## src/rtl/adc_scan_pkg.sv

```systemverilog
// adc_scan_pkg: shared types and helpers for the ADC scan framer.
// Scan/frame FSM states, byte-index width, command field layout.
package adc_scan_pkg;

  typedef enum logic [2:0] {
    S_IDLE,
    S_CONV,
    S_CWAIT,
    S_TXS,
    S_TXW
  } state_t;

  // Frame holds at most 3 + 2*8 = 19 bytes.
  localparam int BIDX_W = 5;
  localparam int CHI_W  = 4;

  localparam logic [7:0] HDR_DEF = 8'hA5;

  localparam int CMD_CH_LSB = 4;
  localparam int CMD_CH_MSB = 6;

  // Returned by next_ch when no enabled channel remains.
  localparam logic [CHI_W-1:0] CH_NONE = 4'd8;

  // Lowest enabled channel index >= from, or CH_NONE.
  function automatic logic [CHI_W-1:0] next_ch(
    input logic [7:0]       m,
    input logic [CHI_W-1:0] from
  );
    logic [CHI_W-1:0] r;
    r = CH_NONE;
    for (int i = 7; i >= 0; i--) begin
      if (m[i] && (CHI_W'(i) >= from)) r = CHI_W'(i);
    end
    return r;
  endfunction

  function automatic logic [3:0] pop8(input logic [7:0] m);
    logic [3:0] c;
    c = '0;
    for (int i = 0; i < 8; i++) c = c + 4'(m[i]);
    return c;
  endfunction

endpackage

```

## src/rtl/adc_scan_tx_trig.sv

```systemverilog
// scan_trig: periodic tick counter plus button rising-edge detect.
// Emits a one-cycle trigger when either source fires.
module scan_trig #(
  parameter int PERIOD_W = 29
) (
  input  logic                clk_i,
  input  logic                rst_i,
  input  logic                i_en,
  input  logic [PERIOD_W-1:0] i_period,
  input  logic                i_button,
  output logic                o_trig
);

  logic [PERIOD_W-1:0] r_cnt;
  logic                r_btn;
  logic                w_run;
  logic                w_term;

  assign w_run  = i_en && (i_period != '0);
  assign w_term = (r_cnt >= i_period);
  assign o_trig = (w_run && w_term) || (i_button && !r_btn);

  // Free-running period counter and one-deep button history.
  always_ff @(posedge clk_i) begin
    if (rst_i) begin
      r_cnt <= '0;
      r_btn <= 1'b0;
    end else begin
      r_btn <= i_button;
      if (!w_run)      r_cnt <= '0;
      else if (w_term) r_cnt <= '0;
      else             r_cnt <= r_cnt + 1'b1;
    end
  end

endmodule

```

## src/rtl/adc_scan_tx.sv

```systemverilog
// adc_scan_tx: multi-channel ADC scan sequencer and UART framer.
// Define ADC_SCAN_CSUM_EN to append a mod-256 checksum byte.
module adc_scan_tx
  import adc_scan_pkg::*;
#(
  parameter int         NCH      = 4,
  parameter int         PERIOD_W = 29,
  parameter logic [7:0] CMD_BASE = 8'b10010111,
  parameter logic [7:0] HDR      = HDR_DEF
) (
  input  logic                clk_i,
  input  logic                rst_i,
  input  logic                en_i,
  input  logic [PERIOD_W-1:0] period_i,
  input  logic                button_i,
  input  logic [NCH-1:0]      ch_mask_i,
  output logic                strc_o,
  output logic [7:0]          cmd_o,
  input  logic                eoc_i,
  input  logic [11:0]         dout_i,
  output logic                st_o,
  output logic [7:0]          data_o,
  input  logic                eot_i,
  output logic                busy_o,
  output logic                eos_o,
  output logic                ovr_o
);

  localparam int CH_W = (NCH > 1) ? $clog2(NCH) : 1;

  state_t              r_state;
  state_t              w_nstate;
  logic                w_trig;
  logic [NCH-1:0]      r_mask;
  logic [CHI_W-1:0]    r_ch;
  logic [3:0]          r_cnt;
  logic [BIDX_W-1:0]   r_bidx;
  logic [BIDX_W-1:0]   w_last;
  logic                w_is_last;
  logic                r_strc;
  logic                r_st;
  logic                r_eos;
  logic [7:0]          r_cmd;
  logic [7:0]          r_data;
  logic                w_strc_n;
  logic                w_st_n;
  logic                w_eos_n;
  logic [7:0]          w_mask8;
  logic [7:0]          w_in8;
  logic [CHI_W-1:0]    w_nxt;
  logic [CHI_W-1:0]    w_first;
  logic [7:0]          w_cmd;
  logic [7:0]          w_byte;
  logic [11:0]         w_rd;
  logic [11:0]         r_buf [NCH];
`ifdef ADC_SCAN_CSUM_EN
  logic [7:0]          r_csum;
`endif

  scan_trig #(
    .PERIOD_W (PERIOD_W)
  ) u_trig (
    .clk_i    (clk_i),
    .rst_i    (rst_i),
    .i_en     (en_i),
    .i_period (period_i),
    .i_button (button_i),
    .o_trig   (w_trig)
  );

  assign w_mask8 = 8'(r_mask);
  assign w_in8   = 8'(ch_mask_i);
  assign w_nxt   = next_ch(w_mask8, r_ch + 4'd1);
  assign w_first = next_ch(w_mask8, '0);
  assign w_rd    = r_buf[r_ch[CH_W-1:0]];

`ifdef ADC_SCAN_CSUM_EN
  assign w_last = BIDX_W'({r_cnt, 1'b0}) + BIDX_W'(2);
`else
  assign w_last = BIDX_W'({r_cnt, 1'b0}) + BIDX_W'(1);
`endif
  assign w_is_last = (r_bidx == w_last);

  // Channel index replaces the command's channel field.
  always_comb begin
    w_cmd = CMD_BASE;
    w_cmd[CMD_CH_MSB:CMD_CH_LSB] = r_ch[2:0];
  end

  // Byte selection: header, count, hi/lo sample pairs, checksum.
  always_comb begin
    w_byte = HDR;
    if (r_bidx == '0)
      w_byte = HDR;
    else if (r_bidx == BIDX_W'(1))
      w_byte = {4'h0, r_cnt};
`ifdef ADC_SCAN_CSUM_EN
    else if (w_is_last)
      w_byte = r_csum;
`endif
    else if (!r_bidx[0])
      w_byte = {r_ch, w_rd[11:8]};
    else
      w_byte = w_rd[7:0];
  end

  // State register.
  always_ff @(posedge clk_i) begin
    if (rst_i) r_state <= S_IDLE;
    else       r_state <= w_nstate;
  end

  // Next state and next-cycle output pulses.
  always_comb begin
    w_nstate = r_state;
    w_strc_n = 1'b0;
    w_st_n   = 1'b0;
    w_eos_n  = 1'b0;
    unique case (r_state)
      S_IDLE: begin
        if (w_trig && (ch_mask_i != '0))
          w_nstate = S_CONV;
      end
      S_CONV: begin
        w_strc_n = 1'b1;
        w_nstate = S_CWAIT;
      end
      S_CWAIT: begin
        if (eoc_i)
          w_nstate = (w_nxt == CH_NONE) ? S_TXS : S_CONV;
      end
      S_TXS: begin
        w_st_n   = 1'b1;
        w_nstate = S_TXW;
      end
      S_TXW: begin
        if (eot_i) begin
          if (w_is_last) begin
            w_eos_n  = 1'b1;
            w_nstate = S_IDLE;
          end else begin
            w_nstate = S_TXS;
          end
        end
      end
      default: w_nstate = S_IDLE;
    endcase
  end

  // Datapath: mask latch, channel walk, byte index, output regs.
  always_ff @(posedge clk_i) begin
    if (rst_i) begin
      r_mask <= '0;
      r_ch   <= '0;
      r_cnt  <= '0;
      r_bidx <= '0;
      r_strc <= 1'b0;
      r_st   <= 1'b0;
      r_eos  <= 1'b0;
      r_cmd  <= '0;
      r_data <= '0;
`ifdef ADC_SCAN_CSUM_EN
      r_csum <= '0;
`endif
    end else begin
      r_strc <= w_strc_n;
      r_st   <= w_st_n;
      r_eos  <= w_eos_n;
      unique case (r_state)
        S_IDLE: begin
          if (w_trig) begin
            r_mask <= ch_mask_i;
            r_ch   <= next_ch(w_in8, '0);
            r_cnt  <= pop8(w_in8);
            r_bidx <= '0;
`ifdef ADC_SCAN_CSUM_EN
            r_csum <= '0;
`endif
          end
        end
        S_CONV: r_cmd <= w_cmd;
        S_CWAIT: begin
          if (eoc_i) begin
            if (w_nxt == CH_NONE) begin
              r_ch   <= w_first;
              r_bidx <= '0;
            end else begin
              r_ch <= w_nxt;
            end
          end
        end
        S_TXS: begin
          r_data <= w_byte;
`ifdef ADC_SCAN_CSUM_EN
          if ((r_bidx != '0) && !w_is_last)
            r_csum <= r_csum + w_byte;
`endif
        end
        S_TXW: begin
          if (eot_i && !w_is_last) begin
            r_bidx <= r_bidx + 1'b1;
            if (r_bidx[0] && (r_bidx != BIDX_W'(1)))
              r_ch <= w_nxt;
          end
        end
        default: ;
      endcase
    end
  end

  // Sample buffer; only entries of enabled channels are ever read.
  always_ff @(posedge clk_i) begin
    if ((r_state == S_CWAIT) && eoc_i)
      r_buf[r_ch[CH_W-1:0]] <= dout_i;
  end

  assign strc_o = r_strc;
  assign cmd_o  = r_cmd;
  assign st_o   = r_st;
  assign data_o = r_data;
  assign eos_o  = r_eos;
  assign busy_o = (r_state != S_IDLE) || r_eos;
  assign ovr_o  = !rst_i && w_trig && (r_state != S_IDLE);

endmodule
```

## config.mk

```make
export PLATFORM = sky130hd
export DESIGN_NAME = adc_scan_tx
export DESIGN_NICKNAME = d
export VERILOG_FILES = /design/src/rtl/adc_scan_pkg.sv /design/src/rtl/adc_scan_tx_trig.sv /design/src/rtl/adc_scan_tx.sv
export SDC_FILE = /design/constraint.sdc
export NUM_CORES = 1
export LEC_CHECK = 0
export CAP_MARGIN = 10
export CORE_ASPECT_RATIO = 0.5
export CORE_UTILIZATION = 50
export DETAILED_ROUTE_END_ITERATION = 6
export GPL_ROUTABILITY_DRIVEN = 0
export PLACE_DENSITY = 0.85
export RECOVER_POWER = 100
export SLEW_MARGIN = 10
export SYNTH_ARGS = -nofsm -noshare
export SYNTH_HDL_FRONTEND = slang
export SYNTH_SLANG_ARGS = --single-unit
export TNS_END_PERCENT = 10
```

## constraint.sdc

```tcl
create_clock -name clk_i -period 3.6 [get_ports clk_i]
set_clock_uncertainty 0.1 [all_clocks]
set_input_delay 0.36 -clock clk_i [delete_from_list [all_inputs] [get_ports clk_i]]
set_output_delay 0.36 -clock clk_i [all_outputs]
set_load 0.01 [all_outputs]
```

==> results.py <==
metrics = {
    "run_status": {
        "status": "finished, final reports clean",
    },
    "worst_setup_path": {
        "crit_buf_inv": 3,
        "startpoint_type": "input port",
        "slowest_stage": "clkdlybuf4s50_1",
        "reg2reg_from": "u_trig.r_cnt[4]",
        "arrival_ns": 3.07,
        "crit_required_ns": 3.14,
        "cp_top_family": "buffers and inverters",
        "critical_path_class": "in -> out",
        "crit_start": "period_i[1]",
        "path_cells": "clkdlybuf4s50_1 -> inv_1 -> ha_1 -> nor2b_1 -> o21ai_2 -> a311oi_1 -> o41a_1 -> nor3_2 -> o21ai_0 -> and3_1 -> clkdlybuf4s50_1",
        "crit_fanout": 2,
        "cp-end-kind": "output pin",
        "cpPeakStageDelay_ns": 0.48,
        "cp_common_cell": "clkdlybuf4s50_1",
    },
    "place": {
        "port_buffers": 69,
        "placed_cells": 786,
        "place_area_um2": 6680,
        "dp_hpwl_mm": 9.44,
        "post-place-ws_ns": 0.0417,
    },
    "cells_and_area": {
        "layout_common_cells": "dfxtp_1, nor2_1, edfxtp_1",
        "area_growth_pct": 19.5,
        "fill_cells": 921,
        "drive_gt1_share_pct": 7.47,
        "fin_nets": 733,
        "fin_cells": 802,
        "multi_input_area_um2": 2840,
        "n_antenna_cell": 0,
        "final_common_cell": "dfxtp_1",
        "regArea_um2": 2720,
        "final_area_um2": 6980,
    },
    "drt": {
        "drcViolationCount": 0,
        "top_layer": "met4",
        "dr_wl_met3_um": 793,
        "wl_met1_mm": 5.67,
        "drt_wl_total_mm": 12.9,
        "wl_per_cell_um": 16.1,
        "dr.pass1.iters": 5,
        "wl_met2_mm": 6.25,
        "drtAntennaViolNets": 0,
        "viasPerCell": 5.69,
        "drt_iter0_drc": 325,
        "via_count": 4560,
    },
    "cts": {
        "cts_buffer_depth": 2,
        "cts_num_sinks": 112,
        "cts_buffers": 9,
        "cts-root-buf": "clkbuf_16",
        "htree_levels": 3,
        "cts.clk_slew.worst_paths_ns": 0.07,
        "clkLatencyLatePin_ns": 0.35,
        "cts_setup_buffers": 0,
        "cts_tree": "done",
    },
    "sta": {
        "fin_crit_sh_pct": 98.0,
        "setup_violations": 0,
        "hold_viol_final": 0,
        "setup_ws_ns": 0.0703,
        "worstMarginPinSlew_ns": 1.29,
        "fin_crit_ns": 3.53,
        "fmax_ghz": 0.283,
        "max-slew-margin-rel_pct": 14.2,
        "drv_slew": 0,
    },
    "yosys": {
        "synth_fa_ha_area_share_pct": 9.56,
        "synthSimpleGateAreaFrac_pct": 17.0,
        "muxShareOfSynthArea_pct": 5.66,
        "yosysSeqAreaShare_pct": 46.6,
        "syn_inst": 571,
        "async_flop_share_pct": 0,
        "avgSynthCellArea_um2": 10.2,
        "ys_seq_elements": 112,
        "synth_xor_area_share_pct": 4.50,
        "synthFlopType": "dfxtp_1",
        "synth-compound-area-share_pct": 11.7,
        "netlist_area_um2": 5840,
        "synthDistinctLibCells": 61,
        "synth_edf_count": 48,
        "synth_top_family_by_area": "simple AND/OR/NAND/NOR gates",
        "ys_warn_count": 0,
    },
    "global_route": {
        "grt_pass1_wl_mm": 21.1,
        "first_global_vias": 4394,
        "grt_use_total_pct": 22.3,
        "grt.overflow.total": 0,
        "antenna_found_initial": 0,
        "grt_start_max_net_pins": 29,
    },
    "floorplan": {
        "initial_core_util_pct": 52.2,
        "fp.dieW_um": 155,
        "die_y_um": 78.4,
        "boundaryPins": 72,
        "rows": 27,
        "fp.coreArea_um2": 11200,
        "dieArea_um2": 12100,
    },
    "power_and_ir_drop": {
        "internal-power_mw": 2.14,
        "seqPwrFrac_pct": 48.7,
        "clkPwrFrac_pct": 32.8,
        "netSwitchingFraction_pct": 28.8,
        "p_comb_share_pct": 18.5,
        "powerDensity_nw_per_um2": 430,
        "peakVddDrop_uv": 313,
        "p_sw_mw": 0.864,
        "p_leak_nw": 2.71,
    },
    "hold_path": {
        "hp-class": "reg -> reg",
        "hp-start": "u_trig.r_cnt[0]",
    },
    "flow_run": {
        "drv_cap": 0,
    },
}
-- through the flow --
step / hold slack [ns] / power [mW] / TNS [ns] / util, %
6_report: 0.387 / 3.00 / 0 / 62.4
4_1_cts: 0.383 / 3.03 / 0 / 62.4
2_1_floorplan: 0.330 / 1.85 / 0 / -
5_1_grt: 0.407 / 3.13 / -0.00476 / 62.4
3_5_place_dp: 0.366 / 2.05 / 0 / 59.8
3_3_place_gp: 0.354 / 2.04 / 0 / 59.8
-- area by class of cell --
class	count	share of cell area, %
multi-input cells	392	40.7
flip-flops and latches	112	39.0
repair buffers	78	10.8
clock buffers	9	3.23
well taps	159	2.85
inverters	45	2.42
clock inverters	7	0.986
-- repair_timing --
action,4_1_cts,5_1_grt
hold buffers,0,0
endpoints found under the setup margin,0,1
resized for setup,0,1
-- cell usage after synthesis, types with 3 or more instances --
cell      number  area [um^2]
dfxtp_1       64         1280
clkbuf_1      14         52.6
nand4_1       10         62.6
inv_1         44          165
nor2_1        58          218
nand2_1       40          150
nor2b_1        4         25.0
and3_1        15         93.8
nand2b_1       6         37.5
a31o_1         3         26.3
nor4b_1        3         26.3
o311ai_0       3         26.3
buf_2          3         15.0
o41ai_1        4         35.0
mux2i_1        6         60.1
nand3_1       28          140
edfxtp_1      48         1440
o31ai_1        4         30.0
a211oi_1       4         30.0
o21ai_0       21          105
buf_4          5         37.5
a31oi_1        5         31.3
mux4_2        12          270
ha_1          43          538
a21o_1         4         30.0
or3_1          3         18.8
nor3_1         8         40.0
xor2_1        16          140
o21a_1         4         30.0
nor4_1        13         81.3
a21oi_1       26          130
xnor2_1       14          123
-- metal layers --
metal / vias up / global-route usage (%)
met5: - / 0
met4: 0 / 8.32
met3: 18 / 4.86
met2: 164 / 37.7
met1: 2182 / 28.2
li1: 2196 / -
-- worst register-to-register path, stage by stage (launching register included) --
cell and delay [ns]:
dfxtp_1 0.43, ha_1 0.30, and3_4 0.20, o21ai_2 0.05, a311oi_1 0.12, o41a_1 0.42
buf_4 0.16, o311a_4 0.41, or2_0 0.39, a31o_1 0.30
-- power groups by stage --
stage	registers [mW]	logic [mW]	clock network, mW
2_1_floorplan	1.45	0.397	0
3_3_place_gp	1.49	0.550	0
3_5_place_dp	1.49	0.562	0
4_1_cts	1.46	0.566	1.00
5_1_grt	1.47	0.606	1.05
6_report	1.46	0.556	0.983
-- sequential cells by signal (all words and copies together), names as in the netlist, named ones only --
register / flops
r_bidx: 5
st_o: 1
strc_o: 1
eos_o: 1
r_cnt: 3
u_trig.r_cnt: 29
r_mask: 4
u_trig.r_btn: 1
data_o: 8
r_ch: 3
r_buf: 48
cmd_o: 3
r_state: 3
-- path summary, 6_finish.rpt --
| kind | end | slack (ns) | cells after the start |
|---|---|---|---|
| min reg2reg | u_trig.r_cnt[0] | 0.39 | 1 |
| max | ovr_o | 0.07 | 11 |
| min | u_trig.r_cnt[0] | 0.39 | 1 |
| max reg2reg | r_mask[1] | 0.62 | 9 |
-- kinds of logic (layout without fill, tap and decap cells) --
group / count (synthesis) / after routing
buffers and inverters: 68 / 139
AO/OA/AOI/OAI: 99 / 99
multiplexers: 18 / 18
adder cells (fa/ha/maj): 44 / 44
XOR/XNOR: 30 / 30
flip-flops: 112 / 112
AND/OR/NAND/NOR: 199 / 199
other: 1 / 2
No activity file was read; power rests on OpenSTA's default activity.
